--- config.mk ---
export PLATFORM = sky130hd
export DESIGN_NAME = apb_controller_flat
export DESIGN_NICKNAME = d
export VERILOG_FILES = /design/src/rtl/apb_bridge_pkg.sv /design/src/rtl/apb_controller_if.sv /design/src/rtl/apb_controller.sv /design/src/flat_wrapper.sv
export SDC_FILE = /design/constraint.sdc
export NUM_CORES = 1
export LEC_CHECK = 0
export ABC_AREA = 0
export BUFFER_PORTS_ARGS = -buffer_cell sky130_fd_sc_hd__clkbuf_2
export CAP_MARGIN = 5
export CORE_UTILIZATION = 25
export CTS_CLUSTER_SIZE = 28
export DETAILED_ROUTE_END_ITERATION = 12
export PLACE_DENSITY = 0.55
export SYNTH_ARGS = -nofsm -noshare
export SYNTH_HDL_FRONTEND = slang
export SYNTH_SLANG_ARGS = --single-unit
--- constraint.sdc ---
create_clock -name HCLK -period 2.2 [get_ports HCLK]
set_clock_uncertainty 0.05 [all_clocks]
set_input_delay 0.55 -clock HCLK [delete_from_list [all_inputs] [get_ports HCLK]]
set_output_delay 0.55 -clock HCLK [all_outputs]
set_load 0.02 [all_outputs]
--- src/rtl/apb_bridge_pkg.sv ---
// Shared types and encodings for the AHB-to-APB bridge: FSM states, HTRANS
// codes and peripheral select constants.
package apb_bridge_pkg;

  typedef enum logic [2:0] {
    ST_IDLE    = 3'd0,
    ST_WWAIT   = 3'd1,
    ST_RSETUP  = 3'd2,
    ST_RENABLE = 3'd3,
    ST_WSETUP  = 3'd4,
    ST_WENABLE = 3'd5
  } state_e;

  localparam logic [1:0] IDLE   = 2'b00;
  localparam logic [1:0] BUSY   = 2'b01;
  localparam logic [1:0] NONSEQ = 2'b10;
  localparam logic [1:0] SEQ    = 2'b11;

  localparam logic [2:0] SEL_P0 = 3'b001;
  localparam logic [2:0] SEL_P1 = 3'b010;
  localparam logic [2:0] SEL_P2 = 3'b100;

  // Only NONSEQ and SEQ carry a real transfer; IDLE and BUSY are ignored.
  function automatic logic is_active_trans(input logic [1:0] htrans);
    return (htrans == NONSEQ) || (htrans == SEQ);
  endfunction

endpackage

--- src/rtl/apb_controller_if.sv ---
// AHB-side qualified transfer inputs and APB-side outputs of the bridge
// sequencer. The slave modport is the controller's view.
interface apb_controller_if #(
  parameter int unsigned AW = 32,
  parameter int unsigned DW = 32
);

  logic          valid;
  logic [1:0]    HTRANS;
  logic          HREADYin;
  logic          HWRITE;
  logic [AW-1:0] HADDR;
  logic [DW-1:0] HWDATA;
  logic [2:0]    TEMP_SEL;

  logic [2:0]    PSELx;
  logic          PENABLE;
  logic          PWRITE;
  logic [AW-1:0] PADDR;
  logic [DW-1:0] PWDATA;
  logic          HREADYout;

  modport slave (
    input  valid, HTRANS, HREADYin, HWRITE, HADDR, HWDATA, TEMP_SEL,
    output PSELx, PENABLE, PWRITE, PADDR, PWDATA, HREADYout
  );

  modport master (
    output valid, HTRANS, HREADYin, HWRITE, HADDR, HWDATA, TEMP_SEL,
    input  PSELx, PENABLE, PWRITE, PADDR, PWDATA, HREADYout
  );

endinterface

--- src/rtl/apb_controller.sv ---
// Sequencing FSM of the AHB-to-APB bridge: one APB transfer at a time, read
// in SETUP/ENABLE, write via a wait cycle to capture HWDATA, then SETUP/ENABLE.
module apb_controller
  import apb_bridge_pkg::*;
#(
  parameter int unsigned AW = 32,
  parameter int unsigned DW = 32
) (
  input  logic              HCLK,
  input  logic              HRESETn,
  apb_controller_if.slave   bus
);

  state_e        r_state;
  state_e        w_next_state;
  logic          w_accept_window;
  logic          w_accept;

  logic [AW-1:0] r_addr_q;
  logic [2:0]    r_sel_q;
  logic          r_write_q;

  logic [2:0]    r_psel;
  logic          r_penable;
  logic          r_pwrite;
  logic [AW-1:0] r_paddr;
  logic [DW-1:0] r_pwdata;
  logic          r_hready;

  // A new transfer is only taken while the bridge is showing HREADYout=1.
  assign w_accept_window = (r_state == ST_IDLE) || (r_state == ST_RENABLE) ||
                           (r_state == ST_WENABLE);
  assign w_accept        = w_accept_window & bus.valid &
                           is_active_trans(bus.HTRANS) & bus.HREADYin;

  always_ff @(posedge HCLK) begin
    if (!HRESETn) r_state <= ST_IDLE;
    else          r_state <= w_next_state;
  end

  always_comb begin
    w_next_state = r_state;
    case (r_state)
      ST_IDLE, ST_RENABLE, ST_WENABLE: begin
        if (w_accept) w_next_state = bus.HWRITE ? ST_WWAIT : ST_RSETUP;
        else          w_next_state = ST_IDLE;
      end
      ST_RSETUP: w_next_state = ST_RENABLE;
      ST_WWAIT:  w_next_state = ST_WSETUP;
      ST_WSETUP: w_next_state = ST_WENABLE;
      default:   w_next_state = ST_IDLE;
    endcase
  end

  // Outputs take their values on entry to the state chosen for the next cycle.
  always_ff @(posedge HCLK) begin
    if (!HRESETn) begin
      r_addr_q  <= '0;
      r_sel_q   <= '0;
      r_write_q <= 1'b0;
      r_psel    <= '0;
      r_penable <= 1'b0;
      r_pwrite  <= 1'b0;
      r_paddr   <= '0;
      r_pwdata  <= '0;
      r_hready  <= 1'b1;
    end else begin
      if (w_accept) begin
        r_addr_q  <= bus.HADDR;
        r_sel_q   <= bus.TEMP_SEL;
        r_write_q <= bus.HWRITE;
      end
      case (w_next_state)
        ST_RSETUP: begin
          r_psel    <= bus.TEMP_SEL;
          r_paddr   <= bus.HADDR;
          r_pwrite  <= 1'b0;
          r_penable <= 1'b0;
          r_hready  <= 1'b0;
        end
        ST_RENABLE, ST_WENABLE: begin
          r_penable <= 1'b1;
          r_hready  <= 1'b1;
        end
        ST_WWAIT: begin
          r_psel    <= '0;
          r_penable <= 1'b0;
          r_hready  <= 1'b0;
        end
        ST_WSETUP: begin
          r_psel    <= r_sel_q;
          r_paddr   <= r_addr_q;
          r_pwdata  <= bus.HWDATA;
          r_pwrite  <= r_write_q;
          r_penable <= 1'b0;
          r_hready  <= 1'b0;
        end
        default: begin
          r_psel    <= '0;
          r_penable <= 1'b0;
          r_hready  <= 1'b1;
        end
      endcase
    end
  end

  assign bus.PSELx     = r_psel;
  assign bus.PENABLE   = r_penable;
  assign bus.PWRITE    = r_pwrite;
  assign bus.PADDR     = r_paddr;
  assign bus.PWDATA    = r_pwdata;
  assign bus.HREADYout = r_hready;

endmodule

--- src/flat_wrapper.sv ---
// flat-port wrapper written by rule: the top's interface ports become plain ports
module apb_controller_flat import apb_bridge_pkg::*;
#(
  parameter int unsigned AW = 32,
  parameter int unsigned DW = 32
)
  (HCLK, HRESETn, bus_valid, bus_HTRANS, bus_HREADYin, bus_HWRITE, bus_HADDR, bus_HWDATA, bus_TEMP_SEL, bus_PSELx, bus_PENABLE, bus_PWRITE, bus_PADDR, bus_PWDATA, bus_HREADYout);
  apb_controller_if #(.AW(AW), .DW(DW)) bus_i ();
  input  logic HCLK;
  input  logic HRESETn;
  input wire logic [$bits(bus_i.valid)-1:0] bus_valid;
  input wire logic [$bits(bus_i.HTRANS)-1:0] bus_HTRANS;
  input wire logic [$bits(bus_i.HREADYin)-1:0] bus_HREADYin;
  input wire logic [$bits(bus_i.HWRITE)-1:0] bus_HWRITE;
  input wire logic [$bits(bus_i.HADDR)-1:0] bus_HADDR;
  input wire logic [$bits(bus_i.HWDATA)-1:0] bus_HWDATA;
  input wire logic [$bits(bus_i.TEMP_SEL)-1:0] bus_TEMP_SEL;
  output wire logic [$bits(bus_i.PSELx)-1:0] bus_PSELx;
  output wire logic [$bits(bus_i.PENABLE)-1:0] bus_PENABLE;
  output wire logic [$bits(bus_i.PWRITE)-1:0] bus_PWRITE;
  output wire logic [$bits(bus_i.PADDR)-1:0] bus_PADDR;
  output wire logic [$bits(bus_i.PWDATA)-1:0] bus_PWDATA;
  output wire logic [$bits(bus_i.HREADYout)-1:0] bus_HREADYout;
  assign bus_i.valid = bus_valid;
  assign bus_i.HTRANS = bus_HTRANS;
  assign bus_i.HREADYin = bus_HREADYin;
  assign bus_i.HWRITE = bus_HWRITE;
  assign bus_i.HADDR = bus_HADDR;
  assign bus_i.HWDATA = bus_HWDATA;
  assign bus_i.TEMP_SEL = bus_TEMP_SEL;
  assign bus_PSELx = bus_i.PSELx;
  assign bus_PENABLE = bus_i.PENABLE;
  assign bus_PWRITE = bus_i.PWRITE;
  assign bus_PADDR = bus_i.PADDR;
  assign bus_PWDATA = bus_i.PWDATA;
  assign bus_HREADYout = bus_i.HREADYout;
  apb_controller #(.AW(AW), .DW(DW)) u_core (.HCLK(HCLK), .HRESETn(HRESETn), .bus(bus_i));
endmodule
# Word level (Yosys, flattened, before mapping)
# Cells that the tools add are included.
# op_classes
reduce_logical	8
eq_ne	12
n_mux	8
bitwise_logic	3
# op_table
cell	n
$pmux 32 s2	1
$eq 3x2->1 const B	4
$eq 3x3->1 const B	4
$pmux 3 s4	1
$pmux 3 s3	1
$eq 3x1->1 const B	2
$reduce_or 3->1	2
$eq 2x2->1 const B	2
$and 1x1->1	3
$logic_not 3->1	1
$logic_or 1x1->1	3
$mux 3	1
$mux 1	2
$mux 2	1
$pmux 1 s2	1
$reduce_bool 2->1	1
$reduce_or 2->1	1
# totals
output_inout_bits	70
input_bits	74
elab_cells	41
register_bits	109

# Logic depth before layout (Yosys ltp)
# Gate-level depths: netlist (run 1).
# logic_depth
ltp_word	11
depth_mapped	7
depth_no_buf	4

# Least setup slack after synthesis (run 1)
# Ideal clock, no wire load.
# synth_path
kind	input to register
from	input port bus_HREADYin
to	register u_core.r_paddr[10] (netlist: u_core.bus.PADDR[10])
t_arrival_ps	1691
cell_stages	7
setup_time_ps	74
t_required_ps	2076
path_slack_ps	385
n_path_buf	3
path_cell_list	and4b_1 buf_2 maj3_2 and2_4 buf_6 buf_6 a31oi_1
# synth_between
elab_chain_cells	5
elab_cells_between_ends	7
classes_between	eq/ne: 2; mux: 3; bitwise: 1; reduce/logical: 1
# synth_rtl
element	line	source
start, declared	flat_wrapper.sv:13	input wire logic [$bits(bus_i.HREADYin)-1:0] bus_HREADYin;
$and 1x1->1 *	apb_controller.sv:34	is_active_trans(bus.HTRANS) & bus.HREADYin;
$mux 3 *	apb_controller.sv:45	if (w_accept) w_next_state = bus.HWRITE ? ST_WWAIT : ST_RSETUP;
$pmux 3 s4 *	apb_controller.sv:43	case (r_state)
$eq 3x3->1 / $eq 3x2->1 (equally long branches)	apb_controller.sv:73	case (w_next_state)
$pmux 32 s2 / $reduce_bool 2->1 (equally long branches)	n/a	
end signal, assigned	apb_controller.sv:76	r_paddr <= bus.HADDR;
end signal, assigned	apb_controller.sv:92	r_paddr <= r_addr_q;
end, declared	apb_controller.sv:26	logic [AW-1:0] r_paddr;
# Mark *: on every way between the ends. The rest lies on a longest branch, timed or not.
# A chain may end at the register's enable or synchronous reset.

# Final worst setup path (run 1)
# layout_path
from	register u_core.r_state[0]
to	register u_core.r_addr_q[10]
# layout_between
elab_chain_cells	6
elab_cells_between_ends	8
classes_between	eq/ne: 2; bitwise: 3; reduce/logical: 3
# layout_rtl
element	line	source
start, declared	apb_controller.sv:14	state_e r_state;
start signal, assigned	apb_controller.sv:38	else r_state <= w_next_state;
$eq 3x2->1 / $logic_not 3->1 (equally long branches)	apb_controller.sv:31	assign w_accept_window = (r_state == ST_IDLE) || (r_state == ST_RENABLE) ||
$logic_or 1x1->1	apb_controller.sv:31	
$logic_or 1x1->1 *	apb_controller.sv:31	
$and 1x1->1 * (2 in series)	apb_controller.sv:33	assign w_accept = w_accept_window & bus.valid &
$and 1x1->1 *	apb_controller.sv:34	
end signal, assigned	apb_controller.sv:69	r_addr_q <= bus.HADDR;
end, declared	apb_controller.sv:19	logic [AW-1:0] r_addr_q;
# Marks and branches as above.

==> run metrics, run 1 <==
CTS root buf=clkbuf_16; register bit total from synthesis=109; TritonCTS clock tree=done; achievable frequency=roughly 540 MHz; maximum capacitance violations=0; Max VDD drop=0.485 mV; GPL Wtd Cong=about 0.69; Clock Pin Slew Worst Setup and Hold Paths=roughly 0.080 ns; FP Rows=between 40 and 50; DIE HEIGHT=138 µm; top-count cell post-synth=nand2_1; Filler cells=1941; Sequential Power Share=0.398; slowest CP cell=dfxtp_1; vias in the first global route=between 3000 and 4000; WP depth=5; Syn. warnings=0; crit path kind=reg -> reg; initial DRC count=179; CTS buffer count=9; Post-synth top flop=dfxtp_1; first-pass GRT wire length=19500 µm; cell type with the largest total area after synthesis=dfxtp_1; # diodes=0; Post-Syn Area=4620 µm²; WHS Path Cells=3; final hold violations=0; GRT Util Overall=0.134; crit path time final=between 1.5 and 2 ns; slew margin rel.=0.681; pin count of the biggest net entering global routing=49; starting density of the core=0.256; clk_lat worst skew=roughly 0.35 ns; # IOs=144; CP max FO=21; Crit path max-delay family=flip-flops; post-synthesis average cell area=8.49 µm²; CORE AREA=between 15000 and 20000 µm²; Via density=between 4 and 5; RSZ-0062 raised after global routing=false; Synth area leaders=dfxtp_1 (47%), nand2_1 (12%), mux2i_1 (7.8%), a22oi_1 (5.2%), o21bai_1 (5.2%); Die Width=138 µm; setup TNS=0 ns; Hold Crit Class=in -> reg; Slew Limit Fails=0; share of cells above drive strength 1=0.277; pre-CTS setup slack=0.185 ns; Post-synth top cells=nand2_1 (144), dfxtp_1 (109), a21oi_1 (38); Post-synth EDFFs=0; post-synth top area share=0.472; critical path launch point type=flop; Finish-stage setup viols=0; status=finished, final reports clean; Tot Pwr=6.55 mW; Hold Buf Count CTS=0; switching power=about 2.4 mW; # port buffers=142; final worst-path setup slack=between 0.3 and 0.4 ns; Fin Hold WS=0.360 ns; sequential-to-total area share from yosys stat=0.472; vias=4250; final global-route overflow total=0; Worst path max stage delay=~0.5 ns; # clock sinks=109; Mapped Nets=618; post-synthesis cell type count=35; post-CTS setup buffers=0; final WL=12800 µm; CP Data Required Time=around 2.4 ns; H-tree depth=3; cells after synthesis=approximately 540; Worst Reg2Reg Path Length in Cells=5; CTS Buffer Depth=2; Detail Placement HPWL=about 8500 µm; CTS resizes=0; Die ar.=19000 µm²; Final Cycle Share=0.836; Crit path buffers/inverters=1; placed cell count=884; PwrDens=1110 nW/µm²; CP Capture Type=flop; Non-Filler Instances=900; DRT antenna net count=0; Routed WL per cell=14.3 µm; P&R area growth vs syn=27.5%; initial antenna violation count=0; Least-Margin Pin Slew=0.469 ns; Clock power frac=0.262; leak pwr=2.51 nW; worst-path cell chain=and2b_1 -> mux2i_2 -> nor2_4 -> buf_4 -> mux2i_1; Gate power share=0.340; Final #Nets=between 700 and 800; Worst EP arrival=2.07 ns; Power Internal=roughly 4.1 mW; drt drc=0; asr flop ratio synth=0; First-pass DRT Iterations=4; Switching Share=0.372
cells by family after synthesis:
logic type      count (synthesis)  synth area share
mux                            37            0.0810
fa+ha+maj                       2           0.00460
xor+xnor                        3           0.00569
simple gates                  193             0.174
buf+inv                        54            0.0547
flops                         109             0.472
compound gates                146             0.208
registers in the layout (all words and copies together) (netlist names):
register / cells
u_core.bus.PADDR: 32
u_core.bus.PWDATA: 32
u_core.r_addr_q: 32
u_core.bus.PSELx: 3
u_core.r_sel_q: 3
u_core.r_state: 3
u_core.bus.HREADYout: 1
u_core.bus.PENABLE: 1
u_core.bus.PWRITE: 1
u_core.r_write_q: 1
routing by layer:
layer  track usage  routed length, µm
met3        0.0468               1190
met2         0.210               5570
met5             0                  0
met4        0.0465                151
met1         0.170               5920
placed cells by master (no fill, tap or decap), types with 2 or more instances in the layout:
cell type	synthesis	routed
nand2_1	144	144
clkbuf_2	0	141
dfxtp_1	109	109
a21oi_1	38	38
mux2i_1	36	36
nand3_1	34	34
o21bai_1	32	32
a22oi_1	32	32
a31oi_1	32	32
buf_4	3	17
clkbuf_16	0	9
nor2_1	7	6
o21ai_0	4	4
inv_1	3	3
o221a_2	3	3
buf_12	0	3
nand2b_1	2	2
nor2_4	1	2
xor2_1	2	2
clkbuf_8	0	2
clkinvlp_4	0	2
final cells by class:
type,count,area (µm²),area share
timing repair buffer,161,893,0.152
sequential,109,2180,0.370
tap,229,287,0.0486
clock inverter,5,58.8,0.00998
clock buffer,11,253,0.0429
multi-input combinational,381,2200,0.374
inverter,4,15.0,0.00255
power groups by stage:
stage / sequential [mW] / combinational (mW) / clock (mW)
after floorplan: 3.05 / 1.06 / 0
after global placement: 2.65 / 2.25 / 0
after detailed placement: 2.65 / 2.27 / 0
after CTS: 2.61 / 2.27 / 1.79
after global routing: 2.67 / 2.46 / 1.86
final: 2.61 / 2.23 / 1.72
final timing paths:
| kind | from | to | slack [ns] |
|---|---|---|---|
| max reg2reg | u_core.r_state[0] | u_core.r_addr_q[10] | 0.36 |
| min reg2reg | u_core.bus.PWDATA[28] | u_core.bus.PWDATA[28] | 0.40 |
| max | u_core.r_state[0] | u_core.r_addr_q[10] | 0.36 |
| min | bus_HWDATA[16] | u_core.bus.PWDATA[16] | 0.36 |
per-stage QoR:
step	util	cell area [µm²]
finish	0.327	5890
global route	0.327	5890
CTS	0.327	5890
floorplan	-	4620
global placement	0.310	5580
detailed placement	0.310	5580
worst register-to-register path, stage by stage (launching register included):
cell and delay, ns:
dfxtp_1 0.50, and2b_1 0.28, mux2i_2 0.18, nor2_4 0.13
buf_4 0.38, mux2i_1 0.26
(Power assumes the default switching activity.)
==> run 2, diff against run 1 <==
==> constraint.sdc (replaced) <==
create_clock -name HCLK -period 1.8 [get_ports HCLK]
set_clock_uncertainty 0.05 [all_clocks]
set_input_delay 0.45 -clock HCLK [delete_from_list [all_inputs] [get_ports HCLK]]
set_output_delay 0.45 -clock HCLK [all_outputs]
set_load 0.02 [all_outputs]
==> run metrics, run 2 (synthesis results as in run 1) <==
Final #Nets=749; Via density=4.68; CORE AREA=18000 µm²; Routed WL per cell=14.1 µm; # IOs=between 100 and 150; WHS Path Cells=3; final hold violations=0; vias in the first global route=3725; setup slack, reg-to-reg=approximately 0.16 ns; H-tree depth=3; pre-CTS setup slack=-0.0179 ns; initial antenna violation count=0; # clock sinks=109; Hold Buf Count CTS=0; status=finished, final reports clean; Detail Placement HPWL=between 8000 and 9000 µm; vias=4253; FF-to-FF End=u_core.r_addr_q[1]; Worst Hold Launch=bus_HWDATA[16]; starting density of the core=0.256; crit path time final=1.64 ns; RSZ-0062 raised after global routing=false; critical path launch point type=flop; DIE HEIGHT=between 100 and 150 µm; final core occ=0.334; CTS buffer count=9; Hold Path End=u_core.bus.PWDATA[16]; leak pwr=2.58 nW; # diodes=0; # port buffers=142; DRT antenna net count=0; drt drc=0; crit path kind=reg -> reg; Worst EP arrival=1.87 ns; Die Width=138 µm; Hold Crit Class=in -> reg; pin count of the biggest net entering global routing=a little under 50; final worst-path setup slack=~0.16 ns; Final Cycle Share=0.913; achievable frequency=a little over 600 MHz; Worst Reg2Reg Path Length in Cells=5; first-pass GRT wire length=slightly below 20000 µm; CTS Buffer Depth=2; PwrDens=1340 nW/µm²; CP Data Required Time=2.03 ns; GRT Util Overall=0.135; CP Capture Type=flop; Slew Limit Fails=0; GPL Wtd Cong=between 0.6 and 0.7; FP Rows=just under 50; most frequent cells in the layout=nand2_1 (144), clkbuf_2 (141), dfxtp_1 (108); clk_lat worst skew=~0.35 ns; maximum capacitance violations=0; initial DRC count=168; share of cells above drive strength 1=0.287; Least-Margin Pin Slew=0.395 ns; Worst R2R Start=u_core.r_state[0]; CTS root buf=clkbuf_16; P&R area growth vs syn=30.3%; First-pass DRT Iterations=4; slew margin rel.=0.736; Finish-stage setup viols=0; CP max FO=22; final WL=roughly 13000 µm; most common cell after layout, fill and taps aside=nand2_1; Max VDD drop=0.628 mV; Clock Pin Slew Worst Setup and Hold Paths=0.07 ns; TritonCTS clock tree=done; final global-route overflow total=0; Die ar.=19000 µm²
[run 2: cell types whose count changed in the layout (fill, tap and decap cells not counted), sizes merged]
cell / change
buf: +9
clkinvlp: -2
clkinv: +2
[run 2: where the power goes]
group,leakage (nW),internal (mW),switching (mW),total [mW]
Clock,0.149,1.11,0.902,2.01
Combinational,1.54,1.08,1.78,2.86
Sequential,0.890,2.92,0.269,3.19
Total,2.58,5.11,2.95,8.06
[run 2: repair_timing]
action / CTS / global route
setup buffers: 0 / 0
endpoints found under the hold margin: 0 / 0
setup endpoints to repair: 0 / 1
gates resized for setup: 0 / 1
[run 2: layer usage]
metal | GRT usage | wire [µm] | vias up
met3 | 0.0519 | 1260 | 9
met2 | 0.213 | 5580 | 151
met5 | 0 | 0 | -
met1 | 0.168 | 5810 | 1939
li1 | - | - | 2154
met4 | 0.0435 | 152 | 0
[run 2: per-stage QoR]
stage	hold slack, ns	TNS [ns]	cell area [µm²]	power [mW]	std cells
after global placement	0.392	-0.469	5720	6.14	893
final	0.268	0	6020	8.06	909
after CTS	0.248	0	6020	8.20	909
after global routing	0.254	0	6020	8.59	909
after detailed placement	0.396	-0.250	5720	6.15	893
after floorplan	0.385	0	4620	5.03	544
[run 2: worst max-delay path by stage]
| stage | from | to | cells after the start |
|---|---|---|---|
| after floorplan | bus_HREADYin | u_core.bus.PADDR[1] | 7 |
| after global placement | bus_HWRITE | u_core.bus.PADDR[29] | 6 |
| after detailed placement | bus_HWRITE | u_core.bus.PADDR[28] | 6 |
| after CTS | u_core.r_state[0] | u_core.bus.PADDR[23] | 5 |
| after global routing | u_core.r_state[0] | u_core.r_addr_q[1] | 5 |
| final | u_core.r_state[0] | u_core.r_addr_q[1] | 5 |
[run 2: critical path, stage by stage, from the launching register on]
cell,delay [ns]
dfxtp_1,0.49
and2b_1,0.28
mux2i_2,0.12
nor2_4,0.17
buf_12,0.23
mux2i_1,0.22
[run 2: final cells by class]
class	instances	area, µm²
clock inverter	5	50.0
sequential	109	2180
clock buffer	11	243
timing repair buffer	170	1040
fill	1928	12000
multi-input combinational	381	2200
tap	229	287
inverter	4	15.0
==> run 3, diff against run 2 <==
--- a/config.mk
+++ b/config.mk
@@ -12,6 +12,7 @@
 export CTS_CLUSTER_SIZE = 28
 export DETAILED_ROUTE_END_ITERATION = 12
 export PLACE_DENSITY = 0.55
+export RECOVER_POWER = 25
 export SYNTH_ARGS = -nofsm -noshare
 export SYNTH_HDL_FRONTEND = slang
 export SYNTH_SLANG_ARGS = --single-unit
==> run metrics, run 3 (synthesis results as in run 1) <==
Finish-stage setup viols=0; # IOs=144; vias=about 4200; # clock sinks=about 110; Hold Buf Count CTS=0; crit path kind=reg -> reg; # diodes=0; worst-path cell chain=and2b_1 -> mux2i_2 -> nor2_4 -> buf_12 -> mux2i_1; first-pass GRT wire length=19700 µm; clk_lat worst skew=0.35 ns; RSZ-0062 raised after global routing=false; CTS root buf=clkbuf_16; starting density of the core=0.256; share of cells above drive strength 1=0.225; P&R area growth vs syn=29.1%; Final Cycle Share=0.912; final global-route overflow total=0; Final #Nets=~750; # port buffers=142; maximum capacitance violations=0; H-tree depth=3; Slew Limit Fails=0; setup TNS=0 ns; most common cell after layout, fill and taps aside=nand2_1; CP max FO=22; DRT antenna net count=0; final WL=12800 µm; CORE AREA=about 18000 µm²; Detail Placement HPWL=8530 µm; Clock Pin Slew Worst Setup and Hold Paths=0.07 ns; Filler cells=1935; crit path from=u_core.r_state[0]; CP Capture Type=flop; slew margin rel.=0.736; GRT Util Overall=0.135; FF-to-FF End=u_core.r_addr_q[1]; Hold Crit Class=in -> reg; status=finished, final reports clean; Max VDD drop=0.617 mV; Worst path max stage delay=0.49 ns; leak pwr=approximately 2.4 nW; pin count of the biggest net entering global routing=49; CP Data Required Time=2.03 ns; Least-Margin Pin Slew=0.395 ns; First-pass DRT Iterations=4; vias in the first global route=3725; CTS Buffer Depth=2; Die Width=around 140 µm; initial antenna violation count=0; Worst EP arrival=1.87 ns; Worst Reg2Reg Path Length in Cells=5; FP Rows=49; final hold violations=0; critical path launch point type=flop; DIE HEIGHT=138 µm; initial DRC count=165; GPL Wtd Cong=approximately 0.7; most frequent cells in the layout=nand2_1 (144), dfxtp_1 (108), clkbuf_2 (99); setup slack, reg-to-reg=0.16 ns; crit path time final=approximately 1.6 ns; PwrDens=1340 nW/µm²; Routed WL per cell=14.1 µm; slowest CP cell=dfxtp_1; Die ar.=19000 µm²; Tot Pwr=7.99 mW; TritonCTS clock tree=done; CTS buffer count=9; CP endpoint=u_core.r_addr_q[1]; drt drc=0; Via density=4.66; achievable frequency=between 600 and 700 MHz; Worst R2R Start=u_core.r_state[0]
[run 3: timing repair]
action	in CTS	in global routing
gates resized for setup	0	1
endpoints found under the setup margin	0	1
setup buffers	0	0
[run 3: layout make-up]
| type | instances | area (µm²) | share of cell area |
|---|---|---|---|
| Timing Repair Buffer | 170 | 983 | 0.165 |
| Tap cell | 229 | 287 | 0.0480 |
| Inverter | 4 | 15.0 | 0.00252 |
| Sequential cell | 109 | 2180 | 0.366 |
| Clock inverter | 5 | 50.0 | 0.00839 |
| Clock buffer | 11 | 243 | 0.0407 |
| Multi-Input combinational cell | 381 | 2200 | 0.369 |
[run 3: critical path: cells and delay by family (launching register included)]
family                 cells  cell delay [ns]
DFF                        1             0.49
and+or+nand+nor            2             0.45
muxes                      2             0.34
buffers and inverters      1             0.23
[run 3: worst min path at each step]
stage | startpoint | end | slack, ns | cells past startpoint
2_1_floorplan | u_core.r_write_q | u_core.r_write_q | 0.38 | 2
3_3_place_gp | u_core.bus.PWDATA[14] | u_core.bus.PWDATA[14] | 0.39 | 2
3_5_place_dp | u_core.bus.PWDATA[3] | u_core.bus.PWDATA[3] | 0.40 | 2
4_1_cts | bus_HWDATA[11] | u_core.bus.PWDATA[11] | 0.25 | 3
5_1_grt | bus_HWDATA[14] | u_core.bus.PWDATA[14] | 0.25 | 3
6_report | bus_HWDATA[1] | u_core.bus.PWDATA[1] | 0.27 | 3
[run 3: stage by stage]
step	area, µm²	hold slack, ns	cells	utilization	setup WS, ns
6_report	5960	0.269	909	0.331	0.158
5_1_grt	5960	0.254	909	0.331	0.00444
4_1_cts	6020	0.248	909	0.334	0.136
3_5_place_dp	5720	0.396	893	0.318	-0.0179
3_3_place_gp	5720	0.392	893	0.318	-0.0329
2_1_floorplan	4620	0.385	544	-	0.0852
[run 3: layer usage]
layer / global-route usage / vias to the layer above / part of all wire
met2: 0.213 / 134 / 0.43
met4: 0.0435 / 0 / 0.012
met1: 0.168 / 1937 / 0.46
met5: 0 / - / 0
li1: - / 2157 / -
met3: 0.0519 / 9 / 0.094
[run 3: where the power goes]
group / internal (mW) / switching [mW] / total (mW)
Sequential: 2.92 / 0.266 / 3.19
Clock: 1.11 / 0.900 / 2.01
Combinational: 1.02 / 1.78 / 2.79
